===== src/rtl/lookup_arb_if.sv =====
// lookup_arb_if: request/response bundle between two lookup requesters,
// the arbiter and the RAM.
// Parameters: ABITS (RAM address width), DW (RAM data width).
// Request words are W = 1+ABITS+DW bits wide, laid out {write, addr, data}.
// Modports: slave (the arbiter), master (requesters and RAM side).
interface lookup_arb_if #(
    parameter int ABITS = 8,
    parameter int DW    = 32
);
    localparam int W = 1 + ABITS + DW;

    logic          TIE_lookup0_Out_Req;
    logic [W-1:0]  TIE_lookup0_Out;
    logic          TIE_lookup0_Out_Rdy;
    logic [DW-1:0] TIE_lookup0_In;
    logic          TIE_lookup0_In_Valid;
    logic          TIE_lookup0_In_Rdy;

    logic          TIE_lookup1_Out_Req;
    logic [W-1:0]  TIE_lookup1_Out;
    logic          TIE_lookup1_Out_Rdy;
    logic [DW-1:0] TIE_lookup1_In;
    logic          TIE_lookup1_In_Valid;
    logic          TIE_lookup1_In_Rdy;

    logic          TIE_lookup_ram_Out_Req;
    logic [W-1:0]  TIE_lookup_ram_Out;
    logic [DW-1:0] TIE_lookup_ram_In;

    modport slave (
        input  TIE_lookup0_Out_Req, TIE_lookup0_Out,
        input  TIE_lookup0_In_Rdy,
        output TIE_lookup0_Out_Rdy, TIE_lookup0_In,
        output TIE_lookup0_In_Valid,
        input  TIE_lookup1_Out_Req, TIE_lookup1_Out,
        input  TIE_lookup1_In_Rdy,
        output TIE_lookup1_Out_Rdy, TIE_lookup1_In,
        output TIE_lookup1_In_Valid,
        output TIE_lookup_ram_Out_Req, TIE_lookup_ram_Out,
        input  TIE_lookup_ram_In
    );

    modport master (
        output TIE_lookup0_Out_Req, TIE_lookup0_Out,
        output TIE_lookup0_In_Rdy,
        input  TIE_lookup0_Out_Rdy, TIE_lookup0_In,
        input  TIE_lookup0_In_Valid,
        output TIE_lookup1_Out_Req, TIE_lookup1_Out,
        output TIE_lookup1_In_Rdy,
        input  TIE_lookup1_Out_Rdy, TIE_lookup1_In,
        input  TIE_lookup1_In_Valid,
        input  TIE_lookup_ram_Out_Req, TIE_lookup_ram_Out,
        output TIE_lookup_ram_In
    );
endinterface


===== src/rtl/lookup_arb.sv =====
// lookup_arb: two-requester arbiter in front of a single-port RAM with
// registered request strobe and a per-requester read response FSM.
// Ports: CLK, Reset (async active-high), bus (lookup_arb_if.slave).
// Macro LOOKUP_ARB_RR_EN: round-robin on contention; otherwise req0 wins.
module lookup_arb #(
    parameter int ABITS = 8,
    parameter int DW    = 32
) (
    input  logic CLK,
    input  logic Reset,
    lookup_arb_if.slave bus
);
    localparam int W = 1 + ABITS + DW;

    typedef enum logic [1:0] {
        IDLE,
        ISSUED,
        WAIT,
        FULL
    } resp_e;

    resp_e         state    [2];
    resp_e         state_nx [2];
    logic [DW-1:0] resp     [2];
    logic [W-1:0]  word     [2];
    logic [1:0]    req;
    logic [1:0]    rdy_in;
    logic [1:0]    wr;
    logic [1:0]    elig;
    logic [1:0]    grant;
    logic          prio;
    logic          ram_req_q;
    logic [W-1:0]  ram_word_q;

    assign req     = {bus.TIE_lookup1_Out_Req, bus.TIE_lookup0_Out_Req};
    assign rdy_in  = {bus.TIE_lookup1_In_Rdy, bus.TIE_lookup0_In_Rdy};
    assign word[0] = bus.TIE_lookup0_Out;
    assign word[1] = bus.TIE_lookup1_Out;

    // Writes never produce a response, so they bypass the FSM check.
    always_comb begin
        wr   = 2'b00;
        elig = 2'b00;
        for (int n = 0; n < 2; n++) begin
            wr[n]   = word[n][W-1];
            elig[n] = req[n] && (wr[n] || state[n] == IDLE);
        end
    end

    // prio=1 hands contention to requester 1. Reset gates the grant so
    // Out_Rdy drops immediately while Reset is high.
    always_comb begin
        grant = 2'b00;
        if (!Reset) begin
            if (elig[0] && (!elig[1] || !prio))
                grant = 2'b01;
            else if (elig[1])
                grant = 2'b10;
        end
    end

`ifdef LOOKUP_ARB_RR_EN
    always_ff @(posedge CLK or posedge Reset) begin
        if (Reset)
            prio <= 1'b0;
        else if (grant[0])
            prio <= 1'b1;
        else if (grant[1])
            prio <= 1'b0;
    end
`else
    assign prio = 1'b0;
`endif

    always_comb begin
        for (int n = 0; n < 2; n++) begin
            state_nx[n] = state[n];
            case (state[n])
                IDLE:
                    if (grant[n] && !wr[n])
                        state_nx[n] = ISSUED;
                ISSUED:
                    state_nx[n] = WAIT;
                WAIT:
                    state_nx[n] = FULL;
                FULL:
                    if (rdy_in[n])
                        state_nx[n] = IDLE;
                default:
                    state_nx[n] = IDLE;
            endcase
        end
    end

    // RAM data is only looked at in WAIT; any other cycle it is ignored.
    always_ff @(posedge CLK or posedge Reset) begin
        if (Reset) begin
            for (int n = 0; n < 2; n++) begin
                state[n] <= IDLE;
                resp[n]  <= '0;
            end
        end else begin
            for (int n = 0; n < 2; n++) begin
                state[n] <= state_nx[n];
                if (state[n] == WAIT)
                    resp[n] <= bus.TIE_lookup_ram_In;
            end
        end
    end

    always_ff @(posedge CLK or posedge Reset) begin
        if (Reset) begin
            ram_req_q  <= 1'b0;
            ram_word_q <= '0;
        end else begin
            ram_req_q <= |grant;
            if (grant[0])
                ram_word_q <= word[0];
            else if (grant[1])
                ram_word_q <= word[1];
            else
                ram_word_q <= '0;
        end
    end

    assign bus.TIE_lookup0_Out_Rdy  = grant[0];
    assign bus.TIE_lookup1_Out_Rdy  = grant[1];
    assign bus.TIE_lookup0_In_Valid = (state[0] == FULL);
    assign bus.TIE_lookup1_In_Valid = (state[1] == FULL);
    assign bus.TIE_lookup0_In =
        (state[0] == FULL) ? resp[0] : '0;
    assign bus.TIE_lookup1_In =
        (state[1] == FULL) ? resp[1] : '0;
    assign bus.TIE_lookup_ram_Out_Req = ram_req_q;
    assign bus.TIE_lookup_ram_Out     = ram_word_q;
endmodule


===== src/flat_wrapper.sv =====
// flat-port wrapper written by rule: the top's interface ports become plain ports
module lookup_arb_flat 
#(
    parameter int ABITS = 8,
    parameter int DW    = 32
)
  (CLK, Reset, bus_TIE_lookup0_Out_Req, bus_TIE_lookup0_Out, bus_TIE_lookup0_In_Rdy, bus_TIE_lookup0_Out_Rdy, bus_TIE_lookup0_In, bus_TIE_lookup0_In_Valid, bus_TIE_lookup1_Out_Req, bus_TIE_lookup1_Out, bus_TIE_lookup1_In_Rdy, bus_TIE_lookup1_Out_Rdy, bus_TIE_lookup1_In, bus_TIE_lookup1_In_Valid, bus_TIE_lookup_ram_Out_Req, bus_TIE_lookup_ram_Out, bus_TIE_lookup_ram_In);
  lookup_arb_if #(.ABITS(ABITS), .DW(DW)) bus_i ();
  input  logic CLK;
  input  logic Reset;
  input wire logic [$bits(bus_i.TIE_lookup0_Out_Req)-1:0] bus_TIE_lookup0_Out_Req;
  input wire logic [$bits(bus_i.TIE_lookup0_Out)-1:0] bus_TIE_lookup0_Out;
  input wire logic [$bits(bus_i.TIE_lookup0_In_Rdy)-1:0] bus_TIE_lookup0_In_Rdy;
  output wire logic [$bits(bus_i.TIE_lookup0_Out_Rdy)-1:0] bus_TIE_lookup0_Out_Rdy;
  output wire logic [$bits(bus_i.TIE_lookup0_In)-1:0] bus_TIE_lookup0_In;
  output wire logic [$bits(bus_i.TIE_lookup0_In_Valid)-1:0] bus_TIE_lookup0_In_Valid;
  input wire logic [$bits(bus_i.TIE_lookup1_Out_Req)-1:0] bus_TIE_lookup1_Out_Req;
  input wire logic [$bits(bus_i.TIE_lookup1_Out)-1:0] bus_TIE_lookup1_Out;
  input wire logic [$bits(bus_i.TIE_lookup1_In_Rdy)-1:0] bus_TIE_lookup1_In_Rdy;
  output wire logic [$bits(bus_i.TIE_lookup1_Out_Rdy)-1:0] bus_TIE_lookup1_Out_Rdy;
  output wire logic [$bits(bus_i.TIE_lookup1_In)-1:0] bus_TIE_lookup1_In;
  output wire logic [$bits(bus_i.TIE_lookup1_In_Valid)-1:0] bus_TIE_lookup1_In_Valid;
  output wire logic [$bits(bus_i.TIE_lookup_ram_Out_Req)-1:0] bus_TIE_lookup_ram_Out_Req;
  output wire logic [$bits(bus_i.TIE_lookup_ram_Out)-1:0] bus_TIE_lookup_ram_Out;
  input wire logic [$bits(bus_i.TIE_lookup_ram_In)-1:0] bus_TIE_lookup_ram_In;
  assign bus_i.TIE_lookup0_Out_Req = bus_TIE_lookup0_Out_Req;
  assign bus_i.TIE_lookup0_Out = bus_TIE_lookup0_Out;
  assign bus_i.TIE_lookup0_In_Rdy = bus_TIE_lookup0_In_Rdy;
  assign bus_TIE_lookup0_Out_Rdy = bus_i.TIE_lookup0_Out_Rdy;
  assign bus_TIE_lookup0_In = bus_i.TIE_lookup0_In;
  assign bus_TIE_lookup0_In_Valid = bus_i.TIE_lookup0_In_Valid;
  assign bus_i.TIE_lookup1_Out_Req = bus_TIE_lookup1_Out_Req;
  assign bus_i.TIE_lookup1_Out = bus_TIE_lookup1_Out;
  assign bus_i.TIE_lookup1_In_Rdy = bus_TIE_lookup1_In_Rdy;
  assign bus_TIE_lookup1_Out_Rdy = bus_i.TIE_lookup1_Out_Rdy;
  assign bus_TIE_lookup1_In = bus_i.TIE_lookup1_In;
  assign bus_TIE_lookup1_In_Valid = bus_i.TIE_lookup1_In_Valid;
  assign bus_TIE_lookup_ram_Out_Req = bus_i.TIE_lookup_ram_Out_Req;
  assign bus_TIE_lookup_ram_Out = bus_i.TIE_lookup_ram_Out;
  assign bus_i.TIE_lookup_ram_In = bus_TIE_lookup_ram_In;
  lookup_arb #(.ABITS(ABITS), .DW(DW)) u_core (.CLK(CLK), .Reset(Reset), .bus(bus_i));
endmodule

===== config.mk =====
export PLATFORM = sky130hd
export DESIGN_NAME = lookup_arb_flat
export DESIGN_NICKNAME = d
export VERILOG_FILES = /design/src/rtl/lookup_arb_if.sv /design/src/rtl/lookup_arb.sv /design/src/flat_wrapper.sv
export SDC_FILE = /design/constraint.sdc
export NUM_CORES = 1
export LEC_CHECK = 0
export BUFFER_PORTS_ARGS = -buffer_cell sky130_fd_sc_hd__buf_2
export CORE_MARGIN = 2
export CORE_UTILIZATION = 41
export CTS_BUF_LIST = sky130_fd_sc_hd__clkbuf_4 sky130_fd_sc_hd__clkbuf_8 sky130_fd_sc_hd__clkbuf_16
export CTS_CLUSTER_SIZE = 20
export DETAILED_ROUTE_END_ITERATION = 8
export GPL_TIMING_DRIVEN = 0
export HOLD_SLACK_MARGIN = 0.15
export PLACE_DENSITY = 0.76
export REMOVE_ABC_BUFFERS = 1
export SYNTH_ARGS = -nofsm -noshare
export SYNTH_HDL_FRONTEND = slang
export SYNTH_SLANG_ARGS = --single-unit

===== constraint.sdc =====
create_clock -name CLK -period 5.4 [get_ports CLK]
set_input_delay 1.08 -clock CLK [delete_from_list [all_inputs] [get_ports CLK]]
set_output_delay 1.08 -clock CLK [all_outputs]
set_load 0.01 [all_outputs]

==> impl_metrics.env <==
export IMPL_status="finished, final reports clean"
export IMPL_initial_core_util_pct=42.30
export IMPL_finalPower_mw=3.134
export IMPL_antenna_found_initial=0
export IMPL_p_int_mw=2.139
export IMPL_pin_count=230
export IMPL_drtIter0Drc=189
export IMPL_hold_buffers=0
export IMPL_cts_buffers=9
export IMPL_via_per_inst=5.055
export IMPL_slowest_delay_ps=810
export IMPL_dp_worst_setup_slack_ps=779.0
export IMPL_drive_gt1_share_pct=57.40
export IMPL_die_x_um=110.2
export IMPL_wl_per_cell_um=16.32
export IMPL_fin_crit_sh_pct=76.06
export IMPL_p_leak_nw=3.195
export IMPL_vdd_drop_max_mv=0.2404
export IMPL_fin_nets=675
export IMPL_hp_class="reg -> reg"
export IMPL_critPathTopFamily="buffers and inverters"
export IMPL_comb_power_share_pct=39.0
export IMPL_finalSetupViolCount=0
export IMPL_p_switching_mw=0.9946
export IMPL_finalWeightedCongestion=0.8048
export IMPL_antenna_cells=0
export IMPL_r2r_slack_ps=3190
export IMPL_powerDensity_nw_per_um2=507.5
export IMPL_cp_max_fo=109
export IMPL_syn_avg_cell_area_sq_um=13.85
export IMPL_synthToLayoutAreaGrowth_pct=33.51
export IMPL_cp_start_kind="primary input"
export IMPL_tightest_slew_ps=1335
export IMPL_port_buffers=229
export IMPL_cp_arrival_ps=3030
export IMPL_post_cts_buffers=0
export IMPL_maxSlewHeadroom_pct=11.02
export IMPL_cts_root_buf="clkbuf_16"
export IMPL_htreeDepth=3
export IMPL_cts_sinks=110
export IMPL_crit_top_cell="buf_2"
export IMPL_drt_wl_total_um=11330
export IMPL_fin_ws_ps=1293
export IMPL_ant_nets=0
export IMPL_dp_hpwl_um=8066
export IMPL_clk_path_buf_depth=2
export IMPL_fmax_mhz=243.5
export IMPL_critPathBufInv=4
export IMPL_hold_violations=0
export IMPL_critPathCaptureType="primary output"
export IMPL_clkPwrFrac_pct=20.9
export IMPL_first_pass_iters=4
export IMPL_rsz0062_at_grt="false"
export IMPL_crit_type="in -> out"
export IMPL_yosysSeqAreaShare_pct=59.51
export IMPL_grt_usage_pct=18.05
export IMPL_netlist_area_sq_um=4626
export IMPL_dieArea_sq_um=12150
export IMPL_drv_slew=0
export IMPL_clk_pin_slew_worst_paths_ps=70
export IMPL_rows=38
export IMPL_cp_cell_sequence="buf_2, clkinv_4, buf_16, o2111a_2, buf_2"
export IMPL_finClkSkew_ps=8.789
export IMPL_grt_pass1_wl_um=16420
export IMPL_postLayoutCellArea_sq_um=6176
export IMPL_synthDistinctLibCells=22
export IMPL_routed_via_count=3508
export IMPL_drc=0
export IMPL_p_sw_share_pct=31.74
export IMPL_grt_ovfl_total=0
export IMPL_cts_resized=0
export IMPL_ys_warn_count=0
export IMPL_crit_slowest_cell="o2111a_2"
export IMPL_dpl_cell_area_sq_um=5874
export IMPL_drv_cap=0
export IMPL_die_height_um=110.2
export IMPL_ys_ff_latch=110
export IMPL_period_minus_slack_ps=4107
export IMPL_cts_tree="yes"
export IMPL_clk_insertion_delay_late_ps=340
export IMPL_core_region_area_sq_um=10940
export IMPL_grt_max_degree=110
export IMPL_grt_pass1_vias=3351
export IMPL_cp_data_required_time_ps=4320
export IMPL_seq_power_share_pct=40.0
export IMPL_nFillCells=888
export IMPL_netlist_instances=334
[per-layer routing]
| layer | GRT usage [%] | vias up | share of wire, % |
|---|---|---|---|
| li1 | - | 1628 | - |
| met1 | 20.88 | 1686 | 39 |
| met2 | 32.52 | 178 | 50 |
| met3 | 3.586 | 16 | 8.5 |
| met4 | 7.589 | 0 | 2.0 |
| met5 | 0 | - | 0 |
[area by class of cell]
| class | instances | area (sq um) | area share (%) |
|---|---|---|---|
| Sequential cell | 110 | 2753 | 44.57 |
| Multi-Input combinational cell | 193 | 1750 | 28.34 |
| Timing Repair Buffer | 230 | 1174 | 19.00 |
| Clock buffer | 10 | 239.0 | 3.870 |
| Tap cell | 140 | 175.2 | 2.836 |
| Clock inverter | 6 | 61.31 | 0.9927 |
| Inverter | 5 | 23.77 | 0.3849 |
[state kept, by name (all words and copies together), names as in the netlist]
register                           count
u_core.bus.TIE_lookup_ram_Out         41
u_core.bus.TIE_lookup_ram_Out_Req      1
u_core.resp                           64
u_core.state                           4
[metrics by stage]
stage | setup TNS (ps) | hold WS (ps) | instances | utilization (%)
after floorplan | -22710 | 472.1 | 308 | -
after global placement | -83430 | 480.9 | 677 | 53.38
after detailed placement | 0 | 487.9 | 678 | 53.72
after CTS | 0 | 503.7 | 694 | 56.46
after global routing | 0 | 507.5 | 694 | 56.48
final | 0 | 498.6 | 694 | 56.48
[logic make-up (layout without fill, tap and decap cells)]
logic type	Yosys count	in the layout	synth area share [%]
AO/OA/AOI/OAI	49	49	10.31
AND/OR/NAND/NOR	72	72	9.710
flip-flops	110	110	59.51
multiplexers	66	66	16.07
adder cells (fa/ha/maj)	6	6	1.623
buffers and inverters	31	251	2.786
[synth_stat cells]
| master | n | area share [%] |
|---|---|---|
| o211a_1 | 1 | 0.22 |
| nand3_1 | 1 | 0.11 |
| nor2b_1 | 2 | 0.27 |
| o21a_1 | 1 | 0.16 |
| and2_1 | 64 | 8.7 |
| dfrtp_1 | 110 | 60 |
| inv_1 | 4 | 0.32 |
| a21oi_1 | 2 | 0.22 |
| o2111a_1 | 1 | 0.24 |
| nand2_1 | 1 | 0.081 |
| o21ai_1 | 1 | 0.11 |
| or2_2 | 1 | 0.14 |
| o32a_1 | 2 | 0.43 |
| clkinv_1 | 1 | 0.081 |
| nor2_1 | 1 | 0.081 |
| buf_2 | 10 | 1.1 |
| or3b_1 | 2 | 0.38 |
| mux2_2 | 66 | 16 |
| a32o_1 | 40 | 8.7 |
| clkbuf_1 | 16 | 1.3 |
| a211oi_2 | 1 | 0.27 |
| ha_1 | 6 | 1.6 |
[path summary, 6_finish.rpt]
path | start | end | cells past startpoint
max | Reset | bus_TIE_lookup1_Out_Rdy | 5
min | u_core.resp[20] | u_core.resp[20] | 1
max reg2reg | u_core.state[2] | u_core.bus.TIE_lookup_ram_Out[25] | 4
min reg2reg | u_core.resp[20] | u_core.resp[20] | 1
max in group asynchronous | Reset | u_core.resp[19] | 3
min in group asynchronous | Reset | u_core.bus.TIE_lookup_ram_Out[40] | 2
[cell usage in the layout, fill, tap and decap left out, drive strengths merged, types with 2 or more instances in the layout]
cell type  count
clkbuf        10
and2          64
a32o          40
o32a           2
dfrtp        110
inv            4
or3b           2
ha             6
buf          230
nor2b          2
a21oi          2
mux2          66
clkinv         5
[power groups by stage]
stage	clock (mW)	combinational (mW)	sequential, mW
6_report	0.656	1.22	1.25
5_1_grt	0.709	1.34	1.29
4_1_cts	0.673	1.25	1.26
3_5_place_dp	0	1.25	1.27
3_3_place_gp	0	1.22	1.25
2_1_floorplan	0	0.811	1.25
Power figures use the tool's default switching activity.
